File: config.mk
export PLATFORM = sky130hd
export DESIGN_NAME = scene_sequencer
export DESIGN_NICKNAME = d
export VERILOG_FILES = /design/src/rtl/scene_seq_pkg.sv /design/src/rtl/btn_debounce.sv /design/src/rtl/scene_sequencer.sv
export SDC_FILE = /design/constraint.sdc
export NUM_CORES = 1
export LEC_CHECK = 0
export CAP_MARGIN = 30
export CORE_MARGIN = 3
export CORE_UTILIZATION = 61
export DETAILED_ROUTE_END_ITERATION = 6
export DONT_BUFFER_PORTS = 1
export HOLD_SLACK_MARGIN = 0.02
export PLACE_DENSITY = 0.88
export SLEW_MARGIN = 20
export SYNTH_ARGS = -nofsm -noshare
export SYNTH_HDL_FRONTEND = slang
export SYNTH_HIERARCHICAL = 1
export SYNTH_SLANG_ARGS = --single-unit
File: constraint.sdc
create_clock -name clk -period 1.9 [get_ports clk]
set_input_delay 0.19 -clock clk [delete_from_list [all_inputs] [get_ports clk]]
set_output_delay 0.19 -clock clk [all_outputs]
set_load 0.01 [all_outputs]
File: src/rtl/scene_seq_pkg.sv
// rtl/scene_seq_pkg.sv - shared state encoding and brightness limits for scene_sequencer.
package scene_seq_pkg;

  typedef enum logic [1:0] {
    FADE_IN  = 2'd0,
    HOLD     = 2'd1,
    FADE_OUT = 2'd2,
    SWITCH   = 2'd3
  } state_t;

  localparam logic [3:0] BRIGHT_MAX = 4'hF;
  localparam logic [3:0] BRIGHT_MIN = 4'h0;

  // Counter width for a terminal count of n-1, never narrower than one bit.
  function automatic int cnt_width(input int n);
    return (n > 1) ? $clog2(n) : 1;
  endfunction

endpackage

File: src/rtl/btn_debounce.sv
// rtl/btn_debounce.sv - 2-flop synchronizer, stable-time debouncer and rising-edge press pulse.
module btn_debounce
  import scene_seq_pkg::*;
#(
  parameter int DEBOUNCE_CYCLES = 250000
) (
  input  logic clk,
  input  logic reset,
  input  logic btn,
  output logic press
);

  localparam int CW = cnt_width(DEBOUNCE_CYCLES);
  localparam logic [CW-1:0] CNT_LAST = CW'(DEBOUNCE_CYCLES - 1);

  logic          sync1_q, sync2_q;
  logic          level_q, level_d;
  logic          level_prev_q;
  logic          press_q, press_d;
  logic [CW-1:0] cnt_q, cnt_d;

  // The counter only runs while the synchronized input disagrees with the accepted level.
  always_comb begin
    level_d = level_q;
    cnt_d   = '0;
    press_d = level_q & ~level_prev_q;
    if (sync2_q != level_q) begin
      if (cnt_q == CNT_LAST) begin
        level_d = sync2_q;
      end else begin
        cnt_d = cnt_q + 1'b1;
      end
    end
  end

  always_ff @(posedge clk) begin
    if (reset) begin
      sync1_q      <= 1'b0;
      sync2_q      <= 1'b0;
      level_q      <= 1'b0;
      level_prev_q <= 1'b0;
      press_q      <= 1'b0;
      cnt_q        <= '0;
    end else begin
      sync1_q      <= btn;
      sync2_q      <= sync1_q;
      level_q      <= level_d;
      level_prev_q <= level_q;
      press_q      <= press_d;
      cnt_q        <= cnt_d;
    end
  end

  assign press = press_q;

endmodule

File: src/rtl/scene_sequencer.sv
// rtl/scene_sequencer.sv - frame-synchronous effect scheduler with fade-in, hold, fade-out and button skip.
// Define SCENE_SEQ_AUTOPLAY_EN to let HOLD expire after HOLD_FRAMES; otherwise HOLD lasts until a skip.
module scene_sequencer
  import scene_seq_pkg::*;
#(
  parameter int NUM_SCENES       = 4,
  parameter int HOLD_FRAMES      = 600,
  parameter int FADE_STEP_FRAMES = 4,
  parameter int DEBOUNCE_CYCLES  = 250000
) (
  input  logic                          clk,
  input  logic                          reset,
  input  logic                          frame_start,
  input  logic                          btn,
  output logic [$clog2(NUM_SCENES)-1:0] scene_sel,
  output logic [3:0]                    brightness,
  output logic                          scene_change
);

  localparam int SEL_W  = $clog2(NUM_SCENES);
  localparam int STEP_W = cnt_width(FADE_STEP_FRAMES);
  localparam logic [SEL_W-1:0]  SEL_LAST  = SEL_W'(NUM_SCENES - 1);
  localparam logic [STEP_W-1:0] STEP_LAST = STEP_W'(FADE_STEP_FRAMES - 1);

  state_t            state_q, state_d;
  logic [3:0]        brightness_q, brightness_d;
  logic [SEL_W-1:0]  scene_sel_q, scene_sel_d;
  logic              scene_change_q, scene_change_d;
  logic [STEP_W-1:0] step_q, step_d;
  logic              skip_q, skip_d;
  logic              skip_now;
  logic              press;

`ifdef SCENE_SEQ_AUTOPLAY_EN
  localparam int HOLD_W = cnt_width(HOLD_FRAMES);
  localparam logic [HOLD_W-1:0] HOLD_LAST = HOLD_W'(HOLD_FRAMES - 1);
  logic [HOLD_W-1:0] hold_q, hold_d;
`endif

  btn_debounce #(
    .DEBOUNCE_CYCLES(DEBOUNCE_CYCLES)
  ) u_btn_debounce (
    .clk  (clk),
    .reset(reset),
    .btn  (btn),
    .press(press)
  );

  // A press landing on the frame_start cycle is folded in so it acts on that frame.
  assign skip_now = skip_q | press;

  always_comb begin
    state_d        = state_q;
    brightness_d   = brightness_q;
    scene_sel_d    = scene_sel_q;
    scene_change_d = 1'b0;
    step_d         = step_q;
    skip_d         = ((state_q == FADE_IN) || (state_q == HOLD)) ? skip_now : 1'b0;
`ifdef SCENE_SEQ_AUTOPLAY_EN
    hold_d         = hold_q;
`endif
    if (frame_start) begin
      case (state_q)
        FADE_IN, HOLD: begin
          if (skip_now) begin
            state_d = FADE_OUT;
            step_d  = '0;
            skip_d  = 1'b0;
`ifdef SCENE_SEQ_AUTOPLAY_EN
            hold_d  = '0;
`endif
          end else if (state_q == FADE_IN) begin
            if (step_q == STEP_LAST) begin
              step_d = '0;
              brightness_d = (brightness_q == BRIGHT_MAX) ? BRIGHT_MAX : brightness_q + 4'd1;
              if (brightness_q >= BRIGHT_MAX - 4'd1) begin
                state_d = HOLD;
`ifdef SCENE_SEQ_AUTOPLAY_EN
                hold_d  = '0;
`endif
              end
            end else begin
              step_d = step_q + 1'b1;
            end
          end else begin
`ifdef SCENE_SEQ_AUTOPLAY_EN
            if (hold_q == HOLD_LAST) begin
              state_d = FADE_OUT;
              step_d  = '0;
            end else begin
              hold_d = hold_q + 1'b1;
            end
`endif
          end
        end
        FADE_OUT: begin
          if (step_q == STEP_LAST) begin
            step_d = '0;
            brightness_d = (brightness_q == BRIGHT_MIN) ? BRIGHT_MIN : brightness_q - 4'd1;
            if (brightness_q <= 4'd1) begin
              state_d = SWITCH;
            end
          end else begin
            step_d = step_q + 1'b1;
          end
        end
        default: begin
          scene_sel_d    = (scene_sel_q == SEL_LAST) ? '0 : scene_sel_q + 1'b1;
          scene_change_d = 1'b1;
          state_d        = FADE_IN;
          step_d         = '0;
          brightness_d   = BRIGHT_MIN;
        end
      endcase
    end
  end

  always_ff @(posedge clk) begin
    if (reset) begin
      state_q        <= FADE_IN;
      brightness_q   <= BRIGHT_MIN;
      scene_sel_q    <= '0;
      scene_change_q <= 1'b0;
      step_q         <= '0;
      skip_q         <= 1'b0;
`ifdef SCENE_SEQ_AUTOPLAY_EN
      hold_q         <= '0;
`endif
    end else begin
      state_q        <= state_d;
      brightness_q   <= brightness_d;
      scene_sel_q    <= scene_sel_d;
      scene_change_q <= scene_change_d;
      step_q         <= step_d;
      skip_q         <= skip_d;
`ifdef SCENE_SEQ_AUTOPLAY_EN
      hold_q         <= hold_d;
`endif
    end
  end

  assign scene_sel    = scene_sel_q;
  assign brightness   = brightness_q;
  assign scene_change = scene_change_q;

endmodule

==> Word level (Yosys, flattened, before mapping) <==
Cells that the tools add are included.
{ "totals": {"register_bits": 35, "latch_bits": 0, "ramBits": 0, "mem_bits_ro": 0, "in_bits": 4, "out_inout_bits": 7, "mem_count": 0} }
{ "op_classes": {"n_addsub": 5, "multipliers": 0, "div": 0, "n_lt_le_gt_ge": 2, "n_eq_ne": 15, "n_shift": 0, "mux": 24, "n_bitwise": 6, "reduce_logical": 12} }
{ "op_table": {"columns": ["op", "n"], "rows": [
  ["2-to-1 mux 4 bit", 6],
  ["2-to-1 mux 2 bit", 10],
  ["adder 18 x 1 -> 18 bit, second input constant", 1],
  ["equality test 18 bit, second input constant", 1],
  ["inequality test 2 bit, second input constant", 5],
  ["inequality test 3 bit, second input constant", 3],
  ["one-hot mux 2 bit (2 select lines)", 2],
  ["one-hot mux 4 bit (2 select lines)", 1],
  ["equality test 2 bit, second input constant", 3],
  ["AND reduction 2 bit", 3],
  ["AND reduction 6 bit", 1],
  ["OR reduction 3 bit", 2],
  ["2-to-1 mux 1 bit", 5],
  ["AND reduction 5 bit", 1],
  ["adder 2 x 1 -> 2 bit, second input constant", 2],
  ["adder 4 x 1 -> 4 bit, second input constant", 1],
  ["equality test 4 bit, second input constant", 1],
  [">= comparator 4 bit, second input constant", 1],
  ["<= comparator 4 x 1 -> 1 bit, second input constant", 1],
  ["zero test 4 bit", 1],
  ["inverter 1 bit", 4],
  ["OR reduction 2 bit", 2],
  ["subtractor 4 x 1 -> 4 bit, second input constant", 1],
  ["equality test 2 x 1 -> 1 bit, second input constant", 1],
  ["5 further kinds", 5]
]} }

==> Longest topological paths before layout <==
{ "logic_depth": {"depth_word": 6, "mapped_depth": 6, "ltp_nobuf": 6} }

==> Hierarchy <==
The synthesis kept the hierarchy.
{ "modules_own_cells": {"columns": ["mod", "n_inst", "cells_each", "area_per_inst_um2"], "rows": [
  ["btn_debounce", 1, 106, 989.7],
  ["scene_sequencer", 1, 90, 783.3]
]} }

==> Worst setup path before layout <==
Ideal clock, no wire load.
{ "synth_timing": {"kind": "register to register", "startpoint": "reg u_btn_debounce.cnt_q[6]", "endpoint": "reg u_btn_debounce.cnt_q[12]", "t_arrival_ns": 1.481, "required_time_ns": 1.785, "slack_ns": 0.305, "path_stages_with_launch": 7, "n_path_buf": 2, "cell_sequence": "dfxtp_1 -> clkbuf_1 -> nor4b_1 -> nand4b_1 -> o31ai_4 -> buf_4 -> nor2_1"} }
{ "synth_between": {"elab_chain_len": 2, "word_cells_on_any_way": 3, "cone_classes": "add/sub (1); eq/ne (1); reduce/logical (1)"} }
{ "synth_rtl": {"columns": ["item", "line_no", "text"], "rows": [
  ["start: declaration", "btn_debounce.sv:20", "logic [CW-1:0] cnt_q, cnt_d;"],
  ["start signal: assignment", "btn_debounce.sv:50", "cnt_q <= cnt_d;"],
  ["parallel branches: the longest is 2 deep, another holds adder 18 x 1 -> 18 bit", null, null]
]} }
Several ways; the timed one is not identified.
A chain may end at the register's enable or synchronous reset.

==> Final worst setup path <==
{ "layout_timing": {"startpoint": "reg brightness_q[0], in the netlist brightness[0]", "endpoint": "reg brightness_q[1], in the netlist brightness[1]"} }
{ "layout_between": {"elab_chain_len": 6, "word_cells_on_any_way": 11, "cone_classes": "add/sub (2); eq/ne (1); mux (7); reduce/logical (1)"} }
{ "layout_rtl": {"columns": ["item", "line_no", "text"], "rows": [
  ["start: declaration", "scene_sequencer.sv:26", "logic [3:0] brightness_q, brightness_d;"],
  ["start signal: assignment", "scene_sequencer.sv:131", "brightness_q <= brightness_d;"],
  ["adder 4 x 1 -> 4 bit / equality test 4 bit (equally long branches)", "scene_sequencer.sv:75", "brightness_d = (brightness_q == BRIGHT_MAX) ? BRIGHT_MAX : brightness_q + 4'd1;"],
  ["2-to-1 mux 4 bit", "scene_sequencer.sv:75", null],
  ["2-to-1 mux 4 bit", "scene_sequencer.sv:73", "if (step_q == STEP_LAST) begin"],
  ["2-to-1 mux 4 bit", "scene_sequencer.sv:72", "end else if (state_q == FADE_IN) begin"],
  ["2-to-1 mux 4 bit", "scene_sequencer.sv:65", "if (skip_now) begin"],
  ["one-hot mux 4 bit (2 select lines) *", "scene_sequencer.sv:63", "case (state_q)"]
]} }
Mark *: on every way between the ends. The rest lies on a longest branch, timed or not. The select of a mux whose other input is x is not followed.

==> reports/metrics.csv <==
metric,value,unit
synthesized instance count,196,
synthesized area per cell,9.046,um2
multiplexer share of the synthesized area,0.01129,
setup repair after global routing missed its margin,false,
HP Start,reset,
Lkg Pwr,0.6304,nW
maximum clock path buffer count,2,
Slew Limit Headroom,0.6494,
simple logic cell fraction of the synthesized area,0.2731,
number of diodes added for antenna fixing,0,
number of detailed-route iterations in the first pass,5,
post-synth cell types,49,
nature of the critical path startpoint,flop,
largest incremental delay on the critical path,0.46,ns
main combinational cell family by area after synthesis,simple AND/OR/NAND/NOR gates,
DRC violations left,0,
wire length per cell,14.88,um
total vias in the final route,1438,
worst clock skew,0.01657,ns
fin util,0.7189,
power per cell area,716.5,nW/um2
cell area after technology mapping,1773,um2
initial antenna violation count,0,
peak fanout along the critical path,10,
# Post-CTS Setup Buffers,0,
total of flip-flops plus latches after synthesis,35,
post-synthesis compound-gate area fraction,0.1306,
Highest Clock Rate,597.3,MHz
vias in the first global route,1366,
row count,18,
crit path cell chain,"inv_1, ha_1, nor3b_2, o32ai_1, nor2_1, a211oi_1",
Fin. Hold Viols,0,
Starting Density,0.6786,
portion of synthesized cell area occupied by the leading cell type,0.3952,
Crit path arrival time,1.93,ns
Worst Max-Slew Pin Slew,0.5252,ns
r2r endpoint,brightness[1],
syn nets,208,
clock input transition at the sequential cells of the worst setup and hold paths,0.11,ns
number of nets in the finished design,211,
final setup violation count,0,
type of the tightest min-delay check,primary input to flop,
Crit-path slowest cell,sky130_fd_sc_hd__dfxtp_2,
half-perimeter wire length of the detailed placement result,2378,um
fraction of the yosys area taken by sequential cells,0.3952,
wire length of the first global-routing pass,6009,um
Post-synth ARST share,0,
result of the run,finished clean,
layout cells sized above 1,0.1150,
post-synthesis xor/xnor area fraction,0.07904,
maximum number of pins on one net before global-route repair,19,
buffer type at the clock tree root,sky130_fd_sc_hd__clkbuf_4,
Min-Delay Path Depth,2,
total congestion overflow,0,
area growth from synthesis to final layout,5.928,%
adder and majority cell fraction of the synthesized area,0.05646,
Die X,59.91,um
Clock Sink Count,35,
fin. max-slew vios,0,
critical path capture point type,flop,
cells taking the most area after synthesis,"sky130_fd_sc_hd__dfxtp_1 (40%), sky130_fd_sc_hd__xnor2_1 (7.4%), sky130_fd_sc_hd__nor2_1 (7.2%)",
maximum level of the CTS H-tree,2,
number of buffers inserted by port buffering,0,
path type of the worst setup path,flop to flop,
mean number of vias per cell,6.252,
cell type with the largest total area after synthesis,sky130_fd_sc_hd__dfxtp_1,
final critical delay including setup and external delays,1.674,ns
Final Total Pwr,1.346,mW
Boundary Pins,11,
Worst Hold Slack,0.05005,ns
clock buffer count from CTS,5,
"EDFF count, synth",0,
minimum setup slack among reg-to-reg paths,0.23,ns
reported max-cap violation count,0,
critical path required time,2.15,ns
maximum vdd ir drop,0.6760,mV
final worst-path cycle share,0.8812,
R2R depth,6,
warnings from Yosys,6,
routed wire length,3422,um
post-route antenna net violation count,0,
die height,59.91,um
Sum Neg Setup Slack,0,ns
initial detailed-routing violation count,160,
routability-driven placement congestion ratio,0.9323,
commonest register cell after synthesis,sky130_fd_sc_hd__dfxtp_1,
worst-case hold path end point,u_btn_debounce/level_q,
clock network latency to the later pin of the worst-skew pair,0.34,ns
GRT Util Overall,0.2282,
launch point of the worst reg-to-reg path,brightness[0],
CTS tree,yes,
Total Die Area,3589,um2
core region area,2613,um2
[worst max-delay path by stage]
stage          slack, ns  depth (start not counted)                     from                  endpoint
2_1_floorplan       0.30                          6  u_btn_debounce/cnt_q[6]  u_btn_debounce/cnt_q[12]
3_3_place_gp        0.25                          6            brightness[0]             brightness[1]
3_5_place_dp         0.1                          6            brightness[0]             brightness[1]
4_1_cts             0.07                          6            brightness[0]             brightness[1]
5_1_grt             0.09                          6            brightness[0]             brightness[1]
6_report            0.23                          6            brightness[0]             brightness[1]
[flip-flops by register name, indices dropped and copies added (netlist names)]
signal,cells
u_btn_debounce/cnt_q,18
brightness,4
scene_sel,2
state_q,2
step_q,2
scene_change,1
skip_q,1
u_btn_debounce/level_prev_q,1
u_btn_debounce/level_q,1
u_btn_debounce/press,1
u_btn_debounce/sync1_q,1
u_btn_debounce/sync2_q,1
[metal layers]
metal / track usage / vias to the layer above / share of wire
li1: - / 704 / -
met1: 0.2520 / 687 / 0.39
met2: 0.3889 / 41 / 0.54
met3: 0.07343 / 6 / 0.049
met4: 0.1139 / 0 / 0.020
met5: 0 / - / 0
[cell usage in the layout (no fill, tap or decap), types with 2 or more instances in the layout]
cell                            synthesis  routed
sky130_fd_sc_hd__nor2_1                34      34
sky130_fd_sc_hd__dfxtp_1               35      33
sky130_fd_sc_hd__xnor2_1               15      15
sky130_fd_sc_hd__inv_1                 10      10
sky130_fd_sc_hd__nor3_1                 9       9
sky130_fd_sc_hd__nand3_1                8       8
sky130_fd_sc_hd__ha_1                   8       8
sky130_fd_sc_hd__a21oi_1                6       6
sky130_fd_sc_hd__nor4_1                 6       6
sky130_fd_sc_hd__clkbuf_4               0       5
sky130_fd_sc_hd__o21ai_0                4       4
sky130_fd_sc_hd__nand2b_1               3       3
sky130_fd_sc_hd__nand2_1                3       3
sky130_fd_sc_hd__a22oi_1                3       3
sky130_fd_sc_hd__nor2b_1                3       3
sky130_fd_sc_hd__dlygate4sd3_1          0       3
sky130_fd_sc_hd__nand4_1                3       3
sky130_fd_sc_hd__nor3_2                 2       2
sky130_fd_sc_hd__a31oi_1                2       2
sky130_fd_sc_hd__a211oi_1               2       2
sky130_fd_sc_hd__or4_1                  2       2
sky130_fd_sc_hd__mux2i_1                2       2
sky130_fd_sc_hd__o32ai_1                2       2
sky130_fd_sc_hd__nand4b_1               2       2
sky130_fd_sc_hd__dfxtp_2                0       2
sky130_fd_sc_hd__nor4b_1                2       2
[cells in the mapped netlist (2+ instances only)]
master	number
sky130_fd_sc_hd__a22oi_1	3
sky130_fd_sc_hd__nand2b_1	3
sky130_fd_sc_hd__inv_1	10
sky130_fd_sc_hd__nand2_1	3
sky130_fd_sc_hd__nor3_2	2
sky130_fd_sc_hd__dfxtp_1	35
sky130_fd_sc_hd__nor3_1	9
sky130_fd_sc_hd__nor2b_1	3
sky130_fd_sc_hd__a31oi_1	2
sky130_fd_sc_hd__buf_6	2
sky130_fd_sc_hd__xnor2_1	15
sky130_fd_sc_hd__nor2_1	34
sky130_fd_sc_hd__o32ai_1	2
sky130_fd_sc_hd__nand4_1	3
sky130_fd_sc_hd__a21oi_1	6
sky130_fd_sc_hd__nor4_1	6
sky130_fd_sc_hd__ha_1	8
sky130_fd_sc_hd__a211oi_1	2
sky130_fd_sc_hd__nand4b_1	2
sky130_fd_sc_hd__buf_4	3
sky130_fd_sc_hd__nand3_1	8
sky130_fd_sc_hd__buf_2	2
sky130_fd_sc_hd__nor4b_1	2
sky130_fd_sc_hd__or4_1	2
sky130_fd_sc_hd__mux2i_1	2
sky130_fd_sc_hd__o21ai_0	4
[cells by family after synthesis]
family	Yosys count
mux	2
compound gates	31
buf+inv	18
simple gates	86
xor+xnor	16
flops	35
fa+ha+maj	8
[worst max-delay path, delay by kind of cell, from the launching register on]
kind | cells | cell delay, ns
AOI/OAI and AO/OA | 2 | 0.54
adders and majority gates | 1 | 0.23
buffers and inverters | 1 | 0.12
DFF | 1 | 0.46
and+or+nand+nor | 2 | 0.25
[layout make-up]
class	instances	area [um2]
Clock inverter	2	35.03
Multi-Input combinational cell	143	975.9
Tap cell	30	37.54
Timing Repair Buffer	4	37.54
Inverter	10	37.54
Clock buffer	6	51.30
Sequential cell	35	703.2
Fill cell	191	734.5
[per-stage QoR]
stage	cells	worst slack [ns]	area [um2]
after floorplan	196	0.3046	1773
after CTS	230	0.07061	1876
after detailed placement	219	0.09749	1759
final	230	0.2257	1878
after global routing	230	0.08741	1878
after global placement	219	0.2537	1759
[power by group]
group	switching (mW)	total (mW)	internal (mW)
clock network	0.250	0.561	0.311
logic	0.0209	0.0393	0.0184
registers	0.00572	0.745	0.740
[repair_timing]
item	in CTS	in global routing
hold endpoints to repair	14	0
endpoints found under the setup margin	0	2
resized for setup	0	2
hold buffers	3	0
No activity file was read; power rests on OpenSTA's default activity.
